`config.mk`:
```
export PLATFORM = sky130hd
export DESIGN_NAME = pipe_stage_elastic
export DESIGN_NICKNAME = d
export VERILOG_FILES = /design/src/rtl/pipe_stage_pkg.sv /design/src/rtl/pipe_slot_reg.sv /design/src/rtl/pipe_stage_elastic.sv
export SDC_FILE = /design/constraint.sdc
export NUM_CORES = 1
export LEC_CHECK = 0
export ABC_CLOCK_PERIOD_IN_PS = 2600
export BUFFER_PORTS_ARGS = -buffer_cell sky130_fd_sc_hd__buf_4
export CAP_MARGIN = 20
export CORE_ASPECT_RATIO = 2
export CORE_MARGIN = 1.5
export CORE_UTILIZATION = 51
export DETAILED_ROUTE_END_ITERATION = 8
export PLACE_DENSITY = 0.89
export SLEW_MARGIN = 15
export SYNTH_ARGS = -nofsm -noshare
export SYNTH_HDL_FRONTEND = slang
export SYNTH_SLANG_ARGS = --single-unit
```
`constraint.sdc`:
```
create_clock -name clk -period 2.6 [get_ports clk]
set_input_delay 0 -clock clk [delete_from_list [all_inputs] [get_ports clk]]
set_output_delay 0 -clock clk [all_outputs]
set_load 0.02 [all_outputs]
```
`src/rtl/pipe_stage_pkg.sv`:
```
`default_nettype none
// ============================================================================
// pipe_stage_pkg : shared types/constants for the elastic pipeline stage
// Rev 1.0
// ============================================================================
package pipe_stage_pkg;

    typedef enum logic [1:0] {
        ST_EMPTY = 2'd0,
        ST_ONE   = 2'd1,
        ST_TWO   = 2'd2
    } state_t;

    localparam int OCC_W = 2;

    // Fill bit replicated to build the default reset payload of any width
    localparam logic c_RESET_FILL = 1'b0;

endpackage
`default_nettype wire

```
`src/rtl/pipe_slot_reg.sv`:
```
`default_nettype none
// ============================================================================
// pipe_slot_reg : payload register with load, sync clear-to-reset, async rst
// Rev 1.0
// ============================================================================
module pipe_slot_reg
    import pipe_stage_pkg::*;
#(
    parameter int               WIDTH     = 32,
    parameter logic [WIDTH-1:0] RESET_VAL = {WIDTH{c_RESET_FILL}}
) (
    input  logic             clk,
    input  logic             rst,
    input  logic             i_load,
    input  logic             i_clear,
    input  logic [WIDTH-1:0] i_d,
    output logic [WIDTH-1:0] o_q
);

    logic [WIDTH-1:0] r_q;

    always_ff @(posedge clk or posedge rst) begin
        if (rst) begin
            r_q <= RESET_VAL;
        end else if (i_clear) begin
            r_q <= RESET_VAL;
        end else if (i_load) begin
            r_q <= i_d;
        end
    end

    assign o_q = r_q;

endmodule
`default_nettype wire

```
`src/rtl/pipe_stage_elastic.sv`:
```
`default_nettype none
// ============================================================================
// pipe_stage_elastic : valid/ready pipeline register with flush.
// Define PIPE_STAGE_SKID_EN for a two-slot skid variant with registered in_ready.
// Rev 1.0
// ============================================================================
module pipe_stage_elastic
    import pipe_stage_pkg::*;
#(
    parameter int               WIDTH             = 32,
    parameter logic [WIDTH-1:0] RESET_VAL         = {WIDTH{c_RESET_FILL}},
    parameter int               FLUSH_CLEARS_DATA = 1
) (
    input  logic             clk,
    input  logic             rst,
    input  logic             flush,
    input  logic             in_valid,
    output logic             in_ready,
    input  logic [WIDTH-1:0] in_data,
    output logic             out_valid,
    input  logic             out_ready,
    output logic [WIDTH-1:0] out_data,
    output logic [OCC_W-1:0] occupancy
);

    state_t           r_state;
    state_t           w_state_nxt;
    logic             w_push;
    logic             w_pop;
    logic             w_clear;
    logic             w_main_load;
    logic [WIDTH-1:0] w_main_d;

    assign w_push    = in_valid && in_ready;
    assign w_pop     = out_valid && out_ready;
    assign w_clear   = flush && (FLUSH_CLEARS_DATA != 0);
    assign out_valid = (r_state != ST_EMPTY);

`ifdef PIPE_STAGE_SKID_EN
    logic             r_in_ready;
    logic             w_skid_load;
    logic [WIDTH-1:0] w_skid_q;

    always_comb begin
        w_state_nxt = r_state;
        if (flush) begin
            w_state_nxt = ST_EMPTY;
        end else begin
            case (r_state)
                ST_EMPTY: if (w_push) w_state_nxt = ST_ONE;
                ST_ONE: begin
                    if (w_push && !w_pop)      w_state_nxt = ST_TWO;
                    else if (!w_push && w_pop) w_state_nxt = ST_EMPTY;
                end
                ST_TWO:   if (w_pop) w_state_nxt = ST_ONE;
                default:  w_state_nxt = ST_EMPTY;
            endcase
        end
    end

    // Main refills from input when it is empty or draining, or from skid in TWO
    assign w_main_load = !flush && ((w_push && ((r_state == ST_EMPTY) || w_pop)) ||
                                    ((r_state == ST_TWO) && w_pop));
    assign w_main_d    = (r_state == ST_TWO) ? w_skid_q : in_data;
    assign w_skid_load = !flush && w_push && (r_state == ST_ONE) && !w_pop;

    // Flush may still swallow an offered beat even when both slots are full
    assign in_ready  = r_in_ready || (flush && !rst);
    assign occupancy = r_state;

    always_ff @(posedge clk or posedge rst) begin
        if (rst) begin
            r_in_ready <= 1'b0;
        end else begin
            r_in_ready <= (w_state_nxt != ST_TWO);
        end
    end

    pipe_slot_reg #(
        .WIDTH     (WIDTH),
        .RESET_VAL (RESET_VAL)
    ) u_skid_slot (
        .clk     (clk),
        .rst     (rst),
        .i_load  (w_skid_load),
        .i_clear (w_clear),
        .i_d     (in_data),
        .o_q     (w_skid_q)
    );
`else
    always_comb begin
        w_state_nxt = r_state;
        if (flush) begin
            w_state_nxt = ST_EMPTY;
        end else begin
            case (r_state)
                ST_EMPTY: if (w_push) w_state_nxt = ST_ONE;
                ST_ONE:   if (w_pop && !w_push) w_state_nxt = ST_EMPTY;
                default:  w_state_nxt = ST_EMPTY;
            endcase
        end
    end

    assign w_main_load = w_push && !flush;
    assign w_main_d    = in_data;
    assign in_ready    = !out_valid || out_ready || flush;
    assign occupancy   = {1'b0, out_valid};
`endif

    always_ff @(posedge clk or posedge rst) begin
        if (rst) begin
            r_state <= ST_EMPTY;
        end else begin
            r_state <= w_state_nxt;
        end
    end

    pipe_slot_reg #(
        .WIDTH     (WIDTH),
        .RESET_VAL (RESET_VAL)
    ) u_main_slot (
        .clk     (clk),
        .rst     (rst),
        .i_load  (w_main_load),
        .i_clear (w_clear),
        .i_d     (w_main_d),
        .o_q     (out_data)
    );

endmodule
`default_nettype wire

```
==> results.ini <==
[finish]
fillers=221
final_nets=280
syn2layout_area_growth_pct=48.9
num_antenna_cells=0
seqCellArea_sq_um=826
drive_gt1_frac=0.333
multi_input_area_sq_um=767

[logic_synthesis]
syn_area_sq_um=1710
syn_nets=186
yosys_warnings=0
synth_top_area_share=0.484
ys_ff_latch=33
syn_inst=149
ys_seq_area_frac=0.484
avgSynthCellArea_sq_um=11.4
synth_area_leader_cell=dfrtp_1
synth_top_cells_by_area=dfrtp_1, nand2b_1, mux2i_1, buf_12, clkbuf_1
synth_cell_types=14

[pwr]
leakage_uw=0.00128
power_density_nw_per_um2=487
ir_worst_vdd_v=0.000400
total_power_uw=1240

[worst_setup_path]
start_kind=register
critical-path-max-stage-delay_ns=0.46
path_delay_family=buffers and inverters
cp.required_ns=2.79
path_cells=nor2b_4 -> nor2b_4 -> buf_4 -> mux2i_1
critical_path_arrival_ns=1.70
worst-path-buf-inv=1
crit_type=reg -> reg
cp-end-kind=register
path_common_cell=nor2b_4
critPathSlowestCell=buf_4
cp_max_fo=32

[drt]
vias=1384
dr.pass1.iters=4
ant_nets=0
via_per_inst=5.05
route.detailed.drc=0
routed_wl_mm=4.33
wl_per_cell_um=15.8
first_iter_violations=35

[clock_tree]
cts.sinks=33
htreeDepth=2
cts_hold_buf=26
cts-root-buf=clkbuf_8
clockBufferDepth=2
tritoncts=yes
path_clk_slew_ns=0.06
post-cts-setup-buffer-count=0
cts_resized=0
cts_made_buffers=5
insertion_delay_ns=0.28

[floorplanning]
die_w_um=43.9
coreArea_sq_um=3190
chipHeight_um=84.8
start_util=0.534
num_rows=29
die_area_sq_um=3720
ios=73

[global_route]
grt_pass1_wl_mm=6.84
first_global_vias=1497
antenna_found_initial=0
grt_overflow=0
grt_start_max_net_pins=67
grt.total_usage=0.256

[sta]
fmax_mhz=663
setup_violations=0
maxSlewViolCount=0
skew_ns=0.00505
setup_tns_ns=0
max_slew_margin=0.645
worstMarginPinSlew_ns=0.532
rsz0062_at_grt=no
period_share=0.581
hold-worst-slack_ns=-0.000211
finalHoldViolCount=1
min_period_ns=1.51

[placement]
gp_congestion=0.728
numPortBuffers=71
dp_hpwl_mm=2.77

[run]
max_cap_viol_count=0

[run_status]
failed_checks=hold timing
status=finished, violations left

[min_path]
hold_path_class=in -> reg

==> worst min-delay path: stages <==
cell      delay, ns
buf_4          0.11
nand2b_1       0.06
mux2i_1        0.07
==> cell families (layout without fill, tap and decap cells) <==
logic type             Yosys count  in the layout  synth area share
buffers and inverters           14            108            0.0690
multiplexers                    32             32             0.188
AND/OR/NAND/NOR                 69             69             0.257
other                            1              1           0.00220
flip-flops                      33             33             0.484
==> Yosys cell counts <==
master / n
nand2b_1: 64
dfrtp_1: 33
mux2i_1: 32
clkbuf_1: 6
buf_12: 3
buf_4: 2
nor2_1: 2
buf_2: 1
buf_6: 1
conb_1: 1
inv_1: 1
nor2b_2: 1
nor2b_4: 1
or2b_1: 1
==> stage by stage <==
step	cell area, sq um	setup slack [ns]	hold WS [ns]	utilization	cells
after global placement	2180	1.25	0.106	0.684	240
after floorplan	1710	1.37	0.129	-	149
final	2540	1.09	-0.000211	0.795	274
after CTS	2530	1.09	0.000299	0.792	273
after global routing	2540	1.03	0.0141	0.795	274
after detailed placement	2180	1.13	0.124	0.684	240
==> power by group <==
| part | total, uW | switching, uW | internal (uW) |
|---|---|---|---|
| Sequential | 567 | 21.2 | 546 |
| Combinational | 289 | 135 | 154 |
| Clock | 380 | 171 | 210 |
==> path summary, 6_finish.rpt <==
check                              startpoint             endpoint  slack, ns  cells after the start
setup / recovery                   r_state[0]  u_main_slot.o_q[21]       1.09                      4
hold / removal                    in_data[24]  u_main_slot.o_q[24]    -0.0002                      3
setup reg to reg                   r_state[0]  u_main_slot.o_q[21]       1.09                      4
hold reg to reg            u_main_slot.o_q[7]   u_main_slot.o_q[7]       0.55                      2
max in group asynchronous                 rst  u_main_slot.o_q[22]       1.94                      4
min in group asynchronous                 rst   u_main_slot.o_q[2]       0.37                      4
==> cell usage in the layout (no fill, tap or decap) <==
cell / Yosys / final
mux2i_1: 32 / 32
clkbuf_1: 6 / 1
dlygate4sd3_1: 0 / 27
dfrtp_1: 33 / 33
nor2_1: 2 / 2
inv_1: 1 / 1
nor2b_4: 1 / 2
or2b_1: 1 / 1
nand2b_1: 64 / 64
buf_4: 2 / 73
conb_1: 1 / 1
clkbuf_8: 0 / 6
==> state kept, by name (all words and copies together) (netlist names) <==
register and count:
u_main_slot.o_q 32, r_state 1
==> area by class of cell <==
type                       count  share of cell area
inverter                       1             0.00148
timing repair buffer         100               0.322
clock buffer                   7              0.0340
tap                           31              0.0153
sequential                    33               0.325
multi-input combinational    102               0.302
==> per-layer routing <==
metal / vias up / global-route usage / routed length (um)
li1: 655 / - / -
met1: 653 / 0.253 / 1460
met2: 57 / 0.449 / 2460
met3: 19 / 0.0538 / 201
met4: 0 / 0.168 / 210
met5: - / 0 / 0
(Power assumes the default switching activity.)
